### src/rtl/mem_bus_arbiter.sv
// Two-master round-robin/lockable arbiter for the byte-wide memory bus with a watchdog.
// Grant 1 cycle after request; the loser holds its request (ready=0) until the owner completes or releases.
module mem_bus_arbiter #(
   parameter int ADDR_WIDTH = 32,
   parameter int DATA_WIDTH = 8,
   parameter int TIMEOUT    = 255
) (
   input  logic                  clk,
   input  logic                  rst,
   input  logic                  m0_read,
   input  logic                  m0_write,
   input  logic                  m0_lock,
   input  logic [ADDR_WIDTH-1:0] m0_addr,
   input  logic [DATA_WIDTH-1:0] m0_wdata,
   output logic [DATA_WIDTH-1:0] m0_rdata,
   output logic                  m0_ready,
   output logic                  m0_err,
   input  logic                  m1_read,
   input  logic                  m1_write,
   input  logic                  m1_lock,
   input  logic [ADDR_WIDTH-1:0] m1_addr,
   input  logic [DATA_WIDTH-1:0] m1_wdata,
   output logic [DATA_WIDTH-1:0] m1_rdata,
   output logic                  m1_ready,
   output logic                  m1_err,
   output logic                  s_read,
   output logic                  s_write,
   output logic [ADDR_WIDTH-1:0] s_addr,
   output logic [DATA_WIDTH-1:0] s_wdata,
   input  logic [DATA_WIDTH-1:0] s_rdata,
   input  logic                  s_ready,
   output logic [1:0]            grant
);

   localparam logic [15:0] TMO = 16'(TIMEOUT);

   // State encoding doubles as the one-hot grant vector.
   typedef enum logic [1:0] {IDLE = 2'b00, G0 = 2'b01, G1 = 2'b10} state_t;

   state_t                  state_q, state_d;
   logic                    last_q, last_d;
   logic [15:0]             wcnt_q, wcnt_d;

   logic                    req0, req1;
   logic                    own, own_read, own_write, own_lock, own_req;
   logic [ADDR_WIDTH-1:0]   own_addr;
   logic [DATA_WIDTH-1:0]   own_wdata;
   logic                    granted, tmo;

   assign req0    = m0_read | m0_write;
   assign req1    = m1_read | m1_write;
   assign granted = (state_q != IDLE);
   assign tmo     = granted && (wcnt_q == TMO);

   always_comb begin
      own       = (state_q == G1);
      own_read  = own ? m1_read  : m0_read;
      own_write = own ? m1_write : m0_write;
      own_lock  = own ? m1_lock  : m0_lock;
      own_addr  = own ? m1_addr  : m0_addr;
      own_wdata = own ? m1_wdata : m0_wdata;
      own_req   = own_read | own_write;
   end

   always_ff @(posedge clk or negedge rst) begin
      if (!rst) begin
         state_q <= IDLE;
         last_q  <= 1'b1;
         wcnt_q  <= '0;
      end else begin
         state_q <= state_d;
         last_q  <= last_d;
         wcnt_q  <= wcnt_d;
      end
   end

   always_comb begin
      state_d = state_q;
      last_d  = last_q;
      wcnt_d  = wcnt_q;
      case (state_q)
         IDLE: begin
            wcnt_d = '0;
            if (req0 && req1)  state_d = last_q ? G0 : G1;
            else if (req0)     state_d = G0;
            else if (req1)     state_d = G1;
         end
         G0, G1: begin
            // Watchdog wins over everything, including a late s_ready and the lock.
            if (tmo) begin
               state_d = IDLE;
               last_d  = own;
               wcnt_d  = '0;
            end else if (own_req && s_ready) begin
               last_d  = own;
               wcnt_d  = '0;
               state_d = own_lock ? state_q : IDLE;
            end else if (!own_req && !own_lock) begin
               state_d = IDLE;
               last_d  = own;
               wcnt_d  = '0;
            end else if (own_req) begin
               wcnt_d  = 16'(wcnt_q + 16'd1);
            end
         end
         default: state_d = IDLE;
      endcase
   end

   always_comb begin
      s_read   = 1'b0;
      s_write  = 1'b0;
      s_addr   = '0;
      s_wdata  = '0;
      m0_ready = 1'b0;
      m1_ready = 1'b0;
      m0_rdata = '0;
      m1_rdata = '0;
      m0_err   = 1'b0;
      m1_err   = 1'b0;
      grant    = state_q;
      if (granted) begin
         s_read  = own_read & ~own_write;
         s_write = own_write;
         if (own_req) begin
            s_addr  = own_addr;
            s_wdata = own_wdata;
         end
         if (own) begin
            m1_ready = s_ready | tmo;
            m1_rdata = tmo ? '0 : s_rdata;
            m1_err   = tmo;
         end else begin
            m0_ready = s_ready | tmo;
            m0_rdata = tmo ? '0 : s_rdata;
            m0_err   = tmo;
         end
      end
   end

endmodule

### config.mk
export PLATFORM = sky130hd
export DESIGN_NAME = mem_bus_arbiter
export DESIGN_NICKNAME = d
export VERILOG_FILES = /design/src/rtl/mem_bus_arbiter.sv
export SDC_FILE = /design/constraint.sdc
export NUM_CORES = 1
export LEC_CHECK = 0
export CELL_PAD_IN_SITES_DETAIL_PLACEMENT = 0
export CELL_PAD_IN_SITES_GLOBAL_PLACEMENT = 1
export CORE_MARGIN = 2
export CORE_UTILIZATION = 20
export CTS_CLUSTER_DIAMETER = 150
export DETAILED_ROUTE_END_ITERATION = 8
export HOLD_SLACK_MARGIN = 0.08
export PLACE_DENSITY_LB_ADDON = 0.1
export SYNTH_ARGS = -nofsm -noshare
export SYNTH_HDL_FRONTEND = slang
export SYNTH_SLANG_ARGS = --single-unit
### constraint.sdc
create_clock -name clk -period 1.9 [get_ports clk]
set_input_delay 0.285 -clock clk [delete_from_list [all_inputs] [get_ports clk]]
set_output_delay 0.285 -clock clk [all_outputs]
set_load 0.02 [all_outputs]
# Word-level counts from Yosys, hierarchy flattened
# Cells that the tools add are included.
[totals]
regBits = 19
inputBits = 97
wordCells = 72
[classes]
n_addsub = 1
n_eq_ne = 7
n_mux = 41
bitwise = 6
reduce_logical = 14
[op_table]
columns = ["op", "count"]
rows = [
  ["two-way mux 32 bit", 3],
  ["two-way mux 16 bit", 4],
  ["two-way mux 8 bit", 8],
  ["case mux 16 bit (2 select lines)", 1],
  ["adder 16 x 1 -> 16 bit (second input constant)", 1],
  ["== test 16 x 8 -> 1 bit (second input constant)", 1],
  ["two-way mux 1 bit", 16],
  ["two-way mux 2 bit", 8],
  ["!= test 4 bit (second input constant)", 3],
  ["!= test 5 bit (second input constant)", 1],
  ["logical AND 1 bit", 4],
  ["OR 1 bit", 4],
  ["case mux 2 bit (2 select lines)", 1],
  ["AND reduction 2 bit", 2],
  ["nonzero test 2 bit", 2],
  ["AND reduction 3 bit", 1],
  ["nonzero test 3 bit", 1],
  ["== test 2 x 1 -> 1 bit (second input constant)", 1],
  ["== test 2 bit (second input constant)", 1],
  ["logical NOT 1 bit", 2],
  ["logical NOT 2 bit", 1],
  ["OR reduction 2 bit", 1],
  ["bitwise AND 1 bit", 1],
  ["inverter 1 bit", 1],
]

# Depth between registers and ports, before layout
[logic_depth]
depth_word = 9
ltp_mapped = 9

# Worst setup path before layout
# OpenSTA, ideal clock, no wires.
[synth_timing]
kind = "reg2out"
from = "register state_q[0], in the netlist grant[0]"
to = "output m0_err"
arrival_ns = 2.106
setup_slack_ns = -0.491
stages_incl_launch_ff = 7
cell_sequence = "dfrtp_1 -> inv_1 -> ha_1 -> buf_2 -> buf_2 -> buf_1 -> nor4_1"
[synth_between]
word_cells_on_any_way = 5
classes_between = "eq/ne: 1; mux: 2; reduce/logical: 2"
[synth_rtl]
columns = ["item", "line_no", "text"]
rows = [
  ["start, declared", "40", "state_t state_q, state_d;"],
  ["start signal, assigned", "71", "state_q <= state_d;"],
  ["== test 2 bit", "56", "own = (state_q == G1);"],
  ["named net own", "45", "logic own, own_read, own_write, own_lock, own_req;"],
  ["two-way mux 1 bit", "129", "if (own) begin"],
  ["two-way mux 1 bit", "122", "if (granted) begin"],
  ["end, declared", "17", "output logic m0_err,"],
]
# The timed path passes the listed nets, and every way through them passes these cells.

# Final worst setup path
[layout_timing]
from = "register state_q[0], in the netlist grant[0]"
to = "output s_addr[21]"
[layout_between]
elab_chain_cells = 5
word_cells_on_any_way = 8
classes_between = "eq/ne: 1; mux: 5; bitwise: 1; reduce/logical: 1"
[layout_lines]
columns = ["item", "line_no", "text"]
rows = [
  ["== test 2 bit (*)", "56", ""],
  ["named net own", "45", ""],
  ["two-way mux 1 bit, on equally long branches", "57, 58", ""],
  ["OR 1 bit", "62", "own_req = own_read | own_write;"],
  ["two-way mux 32 bit (*)", "125", "if (own_req) begin"],
  ["two-way mux 32 bit (*)", "122", ""],
  ["end, declared", "28", "output logic [ADDR_WIDTH-1:0] s_addr,"],
]
# Mark *: on every way through the listed nets, which the timed path passes. The rest lies on a longest branch.

==> impl_metrics.json <==
{
  "status": "complete, but fails checks",
  "violations": "negative setup slack",
  "synth_edf_count": 0,
  "final_util_pct": 51.9,
  "required_ps": 1620,
  "critPathBufInv": 5,
  "layout_commonest_cell": "clkdlybuf4s50_1",
  "critPathCaptureType": "output port",
  "final_area_um2": 5310,
  "grt_pass1_vias": 2799,
  "ctsHoldBuffers": 0,
  "yosysSeqAreaShare_pct": 22.7,
  "slowest_delay_ps": 450,
  "synthCells": 267,
  "cp.arrival_ps": 2030,
  "p_leak_nw": 2.24,
  "cp_cell_sequence": "inv_4, ha_4, buf_6, nor3_2, or3_4, buf_12, buf_16, nor2_4, buf_6",
  "use_met3_pct": 2.33,
  "ir_worst_vdd_v": 0.000573,
  "critPathKind": "reg -> out",
  "vias": 2871,
  "grt_use_total_pct": 17.2,
  "dieHeight_um": 106,
  "total_power_mw": 6.70,
  "portBuffers": 160,
  "core_um2": 10200,
  "grt_max_degree": 22,
  "ys_warn_count": 0,
  "grt.busiest_layer": "met2",
  "clock-skew-final_ps": 2.35,
  "maxSlewViolCount": 0,
  "ys_types": 44,
  "cts_made_buffers": 3,
  "num_rows": 37,
  "place_inst": 608,
  "ios": 161,
  "syn_nets": 368,
  "wirelength_mm": 10.4,
  "area_growth_pct": 153,
  "initial_core_util_pct": 20.5,
  "synth-seq-cells": 19,
  "grt-ovfl-total": 0,
  "finalSetupViolCount": 63,
  "syn_area_um2": 2100,
  "fin_ws_ps": -414,
  "fmax_ghz": 0.432,
  "cts_htree_levels": 1,
  "wl_per_cell_um": 16.5,
  "diodes": 0,
  "rsz0062_at_grt": "yes",
  "grt_pass1_wl_mm": 15.4,
  "drtAntennaViolNets": 0,
  "cp_slowest_cell": "or3_4",
  "final_hold_viol_count": 0,
  "dp_hpwl_mm": 7.87,
  "insertion_delay_ps": 250,
  "clk_path_buf_depth": 2,
  "cts_tree": "yes",
  "async_flop_share_pct": 100,
  "reg2reg_depth": 9,
  "fin_cells": 628,
  "gp_congestion": 0.769,
  "powerDensity_nw_per_um2": 1260,
  "cts_num_sinks": 19,
  "synthFlopType": "dfrtp_1",
  "clkTransAtPathRegs_ps": 70,
  "worstPathMaxFanout": 6,
  "finalCriticalPeriod_ps": 2310,
  "drt_first_pass_iters": 4,
  "relSlewSlack_pct": 75.7,
  "synth.avg_cell_area_um2": 7.85,
  "cts-root-buf": "clkbuf_8",
  "nets": 594,
  "hp-class": "in -> async",
  "antenna_found_initial": 0,
  "drt_iter0_markers": 83,
  "drive_above_1_share_pct": 47.4,
  "use_met1_pct": 21.9,
  "maxCapViolCount": 0,
  "dieArea_um2": 11300,
  "min_period_over_period_pct": 122,
  "crit_top_cell": "buf_6",
  "ff2ff_setup_slack_ps": -70,
  "worst_pin_slew_ps": 363,
  "critPathTopFamily": "buffers and inverters",
  "final_cell_mix": "clkdlybuf4s50_1, buf_6, buf_4",
  "via_per_inst": 4.57,
  "r2r-start": "grant[0]",
  "crit_path_start_kind": "flop",
  "route.detailed.drc": 0,
  "die-width_um": 106,
  "grt_util_met2_pct": 30.5,
  "placed_area_um2": 4700,
  "r2r-end": "wcnt_q[12]"
}
## synth_stat cells (5+ instances only)
cell,count,area (um2)
buf_2,5,25.0
a31oi_1,24,150
nand4_1,5,31.3
mux2i_1,46,460
nand2_1,7,26.3
dfrtp_1,18,450
buf_1,6,22.5
and2_1,19,119
and3_1,7,43.8
nor3_1,6,30.0
nand3_1,5,25.0
inv_1,11,41.3
nand3b_1,10,75.1
nor2_1,54,203
## layout make-up
class,count,area [um2]
repair buffers,239,2550
well taps,136,170
clock buffers,4,45.0
fillers,938,4920
flip-flops and latches,19,479
multi-input cells,219,2020
inverters,11,43.8
## cells by family after synthesis
logic type      count (synthesis)  synth area share (%)
flops                          19                  22.7
simple gates                  124                  30.8
mux                            47                  22.5
compound gates                 44                  15.2
fa+ha+maj                       4                  2.39
buf+inv                        29                  6.38
## flip-flops by register name (all words and copies together), names as in the netlist
signal,count
last_q,1
wcnt_q,16
grant,2
## metrics by stage
step / setup slack [ps] / hold WS [ps] / setup TNS, ps
5_1_grt: -505 / 311 / -29080
2_1_floorplan: -153 / -10.6 / -7250
4_1_cts: -374 / 310 / -20700
6_report: -414 / 303 / -22510
3_3_place_gp: -659 / 539 / -39890
3_5_place_dp: -675 / 545 / -40320
## worst max path at each step
stage | from | end | cells past startpoint
floorplan | grant[1] | s_addr[0] | 7
global placement | m1_read | s_addr[27] | 6
detailed placement | m1_read | s_addr[27] | 6
CTS | wcnt_q[0] | m0_ready | 8
global route | wcnt_q[0] | m0_ready | 8
finish | grant[0] | s_addr[21] | 9
## power by group
group	total, mW	internal [mW]	leakage [nW]	switching, mW
sequential	0.501	0.460	0.256	0.0404
clock	0.285	0.149	0.0228	0.135
combinational	5.92	3.07	1.96	2.85
total	6.70	3.68	2.24	3.03
## worst register-to-register path: stages, from the launching register on
cell	delay [ps]
dfrtp_2	430
inv_4	80
ha_2	240
nor2_2	60
buf_4	130
and4b_2	220
a21oi_4	220
buf_12	180
nand2_1	90
o31ai_1	230
## metal layers
| layer | part of all wire [%] | wire (um) |
|---|---|---|
| met5 | 0 | 0 |
| met4 | 2.1 | 220 |
| met3 | 6.0 | 619 |
| met2 | 50 | 5220 |
| met1 | 42 | 4330 |
## timing repair
item	in CTS	in global routing
pin swaps	16	15
setup endpoints to repair	80	81
buffers inserted	9	5
gates resized for setup	383	46
cloned	6	1
Power figures use the tool's default switching activity.
